### config.mk
export PLATFORM = sky130hd
export DESIGN_NAME = lights_game_ctrl
export DESIGN_NICKNAME = d
export VERILOG_FILES = /design/src/rtl/lights_game_ctrl.sv
export SDC_FILE = /design/constraint.sdc
export NUM_CORES = 1
export LEC_CHECK = 0
export ABC_AREA = 1
export CORE_MARGIN = 3
export CORE_UTILIZATION = 49
export DETAILED_ROUTE_END_ITERATION = 8
export PLACE_DENSITY_LB_ADDON = 0.2
export SKIP_LAST_GASP = 1
export SLEW_MARGIN = 20
export SYNTH_ARGS = -nofsm -noshare
export SYNTH_HDL_FRONTEND = slang
export SYNTH_SLANG_ARGS = --single-unit
### constraint.sdc
create_clock -name clk -period 1.7 [get_ports clk]
set_clock_uncertainty 0.15 [all_clocks]
set_input_delay 0.17 -clock clk [delete_from_list [all_inputs] [get_ports clk]]
set_output_delay 0.17 -clock clk [all_outputs]
set_load 0.01 [all_outputs]
### src/rtl/lights_game_ctrl.sv
// LED light-chase game sequencer: moves one lit red LED on prescaler ticks,
// scores hits at TARGET, tracks lives/level, drives the red/green display banks.
// Ports: clk, reset (async low), enable, tick, btn_start, btn_hit, modo
//        -> leds_red[7:0], leds_green[7:0], score[3:0], lives[1:0], level[1:0], game_state[2:0]
module lights_game_ctrl #(
  parameter int TARGET      = 4,
  parameter int WIN_SCORE   = 8,
  parameter int LIVES       = 3,
  parameter int FLASH_TICKS = 4,
  parameter int LEVEL_STEP  = 2
) (
  input  logic       clk,
  input  logic       reset,
  input  logic       enable,
  input  logic       tick,
  input  logic       btn_start,
  input  logic       btn_hit,
  input  logic       modo,
  output logic [7:0] leds_red,
  output logic [7:0] leds_green,
  output logic [3:0] score,
  output logic [1:0] lives,
  output logic [1:0] level,
  output logic [2:0] game_state
);

  typedef enum logic [2:0] {
    S_IDLE = 3'd0,
    S_RUN  = 3'd1,
    S_HIT  = 3'd2,
    S_MISS = 3'd3,
    S_OVER = 3'd4,
    S_WIN  = 3'd5
  } state_e;

  state_e     state, state_n;
  logic [2:0] pos, pos_n;
  logic       dir, dir_n;
  logic [1:0] step_cnt, step_n;
  logic [3:0] flash_cnt, flash_n;
  logic       blink, blink_n;
  logic [3:0] score_n;
  logic [1:0] lives_n, level_n;
  logic [7:0] red_n, green_n;
  logic [2:0] mv_pos;
  logic       mv_dir;

  // dir: 0 = up, 1 = down
  always_comb begin
    mv_pos = pos;
    mv_dir = 1'b0;
    if (modo) begin
      mv_pos = pos + 3'd1;
      mv_dir = 1'b0;
    end else if (!dir) begin
      if (pos == 3'd7) begin
        // reachable only after a wrap->bounce switch at the top end
        mv_pos = 3'd6;
        mv_dir = 1'b1;
      end else begin
        mv_pos = pos + 3'd1;
        mv_dir = (pos == 3'd6);
      end
    end else begin
      if (pos == 3'd0) begin
        mv_pos = 3'd1;
        mv_dir = 1'b0;
      end else begin
        mv_pos = pos - 3'd1;
        mv_dir = (pos != 3'd1);
      end
    end
  end

  always_comb begin
    state_n = state;
    pos_n   = pos;
    dir_n   = dir;
    step_n  = step_cnt;
    flash_n = flash_cnt;
    blink_n = blink;
    score_n = score;
    lives_n = lives;
    level_n = level;
    if (enable) begin
      unique case (state)
        S_IDLE, S_OVER, S_WIN: begin
          if (btn_start) begin
            state_n = S_RUN;
            pos_n   = 3'd0;
            dir_n   = 1'b0;
            step_n  = 2'd0;
            score_n = 4'd0;
            lives_n = 2'(LIVES);
            level_n = 2'd0;
          end else if (tick && state != S_IDLE) begin
            blink_n = ~blink;
          end
        end
        S_RUN: begin
          if (btn_hit) begin
            flash_n = 4'd0;
            if (pos == 3'(TARGET)) begin
              state_n = S_HIT;
              score_n = (score == 4'd15) ? 4'd15 : score + 4'd1;
              if ((int'(score_n) % LEVEL_STEP) == 0 && level != 2'd3)
                level_n = level + 2'd1;
            end else begin
              state_n = S_MISS;
              lives_n = lives - 2'd1;
            end
          end else if (tick) begin
            if (step_cnt == 2'd3 - level) begin
              step_n = 2'd0;
              pos_n  = mv_pos;
              dir_n  = mv_dir;
            end else begin
              step_n = step_cnt + 2'd1;
            end
          end
        end
        S_HIT, S_MISS: begin
          if (tick) begin
            if (flash_cnt == 4'(FLASH_TICKS - 1)) begin
              flash_n = 4'd0;
              blink_n = 1'b0;
              pos_n   = 3'd0;
              dir_n   = 1'b0;
              step_n  = 2'd0;
              if (state == S_HIT)
                state_n = (int'(score) >= WIN_SCORE) ? S_WIN : S_RUN;
              else
                state_n = (lives == 2'd0) ? S_OVER : S_RUN;
            end else begin
              flash_n = flash_cnt + 4'd1;
            end
          end
        end
        default: state_n = S_IDLE;
      endcase
    end
  end

  // LEDs follow the next state so they update with the same edge
  always_comb begin
    red_n   = 8'h00;
    green_n = 8'h00;
    unique case (state_n)
      S_RUN:   red_n   = 8'h01 << pos_n;
      S_HIT:   green_n = 8'hFF;
      S_MISS:  red_n   = 8'hFF;
      S_OVER:  red_n   = blink_n ? 8'h55 : 8'hAA;
      S_WIN:   green_n = blink_n ? 8'hAA : 8'h55;
      default: ;
    endcase
  end

  always_ff @(posedge clk or negedge reset) begin
    if (!reset) begin
      state      <= S_IDLE;
      pos        <= 3'd0;
      dir        <= 1'b0;
      step_cnt   <= 2'd0;
      flash_cnt  <= 4'd0;
      blink      <= 1'b0;
      score      <= 4'd0;
      lives      <= 2'(LIVES);
      level      <= 2'd0;
      leds_red   <= 8'h00;
      leds_green <= 8'h00;
    end else begin
      state      <= state_n;
      pos        <= pos_n;
      dir        <= dir_n;
      step_cnt   <= step_n;
      flash_cnt  <= flash_n;
      blink      <= blink_n;
      score      <= score_n;
      lives      <= lives_n;
      level      <= level_n;
      leds_red   <= red_n;
      leds_green <= green_n;
    end
  end

  assign game_state = state;

endmodule

==> metrics.yaml <==
pwr:
  max-vdd-ir-drop_mv: 1.038
  leakagePower_nw: 1.836
  powerDensity_mw_per_mm2: 1754
  combPwrFrac: 0.679
  finalPower_mw: 6.562
  p_sw_frac: 0.4567
  switchingPower_mw: 2.997
  seqPwrFrac: 0.209
  clockPowerShare: 0.112
  p_int_mw: 3.566
global_routing:
  grt_pass1_wl_um: 10730
  grt_use_total: 0.2583
  grt_max_degree: 33
  grt_pass1_vias: 2418
  antenna_found_initial: 0
  overflow: 0
placed_design:
  dpl_cell_area_mm2: 0.003025
  port_buffers: 33
  dp_hpwl_um: 4351
  dpl_worst_slack_ns: -0.3449
  gp_congestion: 0.8309
synthesis:
  yosys_warnings: 0
  synth_compound_area_frac: 0.1113
  synth-adder-area-share: 0.06849
  synthCells: 306
  synthDominantCellAreaShare: 0.3425
  synth_seq_cells: 32
  synth.distinct_cells: 29
  synth-simple-area-share: 0.3408
  synth_top_family_by_area: "simple AND/OR/NAND/NOR gates"
  syn_avg_cell_area_um2: 7.164
  synth_nets: 325
  seq_area_frac_synth: 0.3664
  netlist_area_mm2: 0.002192
  synthXorXnorAreaFrac: 0.003995
  yosys.area.top_type: "dfrtp_1"
  synthTopCellsByArea: "dfrtp_1, nand2_1, ha_1"
  synthMuxAreaShare: 0
sta:
  setup_viol: 30
  fmax_mhz: 481.4
  slew_headroom: 0.7214
  fin_crit_sh: 1.222
  grt_setup_unrepaired: "yes"
  layout_min_cycle_time_ns: 2.077
  fin_ws_ns: -0.3773
  tns_ns: -4.866
  worst_slew_pin_slew_ns: 0.4179
  hold_viol: 0
  drv_slew: 0
cts:
  worstSkewPairLatency_ns: 0.29
  clock_sink_count: 32
  clockRootBuffer: "clkbuf_8"
  h-tree-depth: 2
  clk_pin_slew_ns: 0.07
  cts_buffer_depth: 2
  cts_hold_buffers: 0
  tritoncts: "yes"
  numCtsBuffers: 5
critical_path:
  crit_path_max_fanout: 8
  path_cells: "inv_1, ha_2, nand2_1, inv_1, nand2_2, nand3_2, nand2_2, nand2_4, nand2_4, nand2_4, nor2_4, nand2_1, nand2_1"
  crit_slowest_cell: "dfstp_2"
  arrival_ns: 2.15
  crit_path_start_kind: "flip-flop"
  endpoint_kind: "flip-flop"
  critPathRequiredTime_ns: 1.77
  crit_type: "flip-flop to flip-flop"
  cp_slowest_stage_delay_ns: 0.54
die:
  start_util: 0.5290
  dieHeight_um: 72.89
  rows: 23
  core_area_mm2: 0.004144
  dieArea_mm2: 0.005312
  boundaryPins: 34
  chipWidth_um: 72.89
hold_path:
  hold_class: "input pin to asynchronous set/reset pin"
final_layout:
  drive_above_1_share: 0.4927
  synthToLayoutAreaGrowth_pct: 70.66
  diodes: 0
  finalInstanceArea_mm2: 0.003741
  most-common-layout-cells: "buf_4, nand2_1, inv_1"
  num-nets-final: 430
  layout_commonest_cell: "buf_4"
drt:
  vias_per_cell: 5.725
  drtPass1Iterations: 5
  drc: 0
  wl_per_cell_um: 18.32
  vias: 2645
  drt_iter0_markers: 204
  wl_um: 8466
  ant_nets: 0
run_status:
  status: "finished with violations"
  violations: "negative setup slack"
job:
  max-cap-violations: 0
power groups by stage:
stage               Clock, mW  Sequential (mW)  Combinational, mW
floorplan                   0             1.41               1.63
global placement            0             1.30               3.12
detailed placement          0             1.32               3.21
CTS                     0.735             1.32               3.55
global route            0.772             1.40               4.74
finish                  0.732             1.37               4.46
cell type report:
class | count | area (um2)
multi-input combinational | 222 | 1624
fill | 178 | 402.9
timing repair buffer | 107 | 954.7
clock inverter | 3 | 42.54
sequential | 32 | 809.5
tap | 50 | 62.56
clock buffer | 5 | 68.82
inverter | 43 | 178.9
per-layer routing:
metal  track usage  wire length, um
met1        0.3137             3197
met2        0.4479             4324
met3       0.04408              548
met4        0.1107              395
met5             0                0
cell usage after synthesis, drive strengths merged:
library cell / instances
nand2: 91
inv: 43
nor2: 38
dfrtp: 30
nand3: 29
a21oi: 25
o21ai: 14
ha: 12
buf: 9
nor3: 3
dfstp: 2
nand4: 2
o21bai: 2
or2: 2
a31oi: 1
o211ai: 1
o311ai: 1
xnor2: 1
registers in the layout, summed over array words and instances (netlist names), 3 cells and up:
register    cells
score           4
flash_cnt       4
game_state      3
leds_red        8
pos             3
path summary, 6_finish.rpt:
check / start / end / slack (ns) / depth (start not counted)
max: lives[1]$_DFFE_PN1P_ / leds_red[0]$_DFF_PN0_ / -0.38 / 13
min: reset / step_cnt[0]$_DFFE_PN0P_ / 0.14 / 2
max reg2reg: lives[1]$_DFFE_PN1P_ / leds_red[0]$_DFF_PN0_ / -0.38 / 13
min reg2reg: lives[1]$_DFFE_PN1P_ / lives[1]$_DFFE_PN1P_ / 0.38 / 2
max in group asynchronous: reset / lives[1]$_DFFE_PN1P_ / 0.93 / 2
min in group clk: lives[1]$_DFFE_PN1P_ / lives[1]$_DFFE_PN1P_ / 0.38 / 2
worst max-delay path: cells and delay by family, from the launching register on:
kind                       cells  cell delay (ns)
DFF                            1             0.54
buffers and inverters          2             0.13
adders and majority gates      1             0.18
and+or+nand+nor               10             1.02
per-stage QoR:
step	util	cells	hold WS (ns)
after detailed placement	0.7301	437	0.3387
final	0.9028	462	0.1353
after global placement	0.7301	437	0.3347
after floorplan	-	306	-0.2756
after global routing	0.9028	462	0.1614
after CTS	0.8019	453	0.1506
cells by family after synthesis:
| kind of cell | Yosys count |
|---|---|
| AO/OA/AOI/OAI | 44 |
| XOR/XNOR | 1 |
| buffers and inverters | 52 |
| AND/OR/NAND/NOR | 165 |
| adder cells (fa/ha/maj) | 12 |
| flip-flops | 32 |
timing repair:
action | in CTS | in global routing
gates resized for setup | 45 | 92
pin swaps | 20 | 46
setup endpoints to repair | 25 | 32
cloned | 0 | 0
buffers inserted | 8 | 11
No activity file was read; power rests on OpenSTA's default activity.
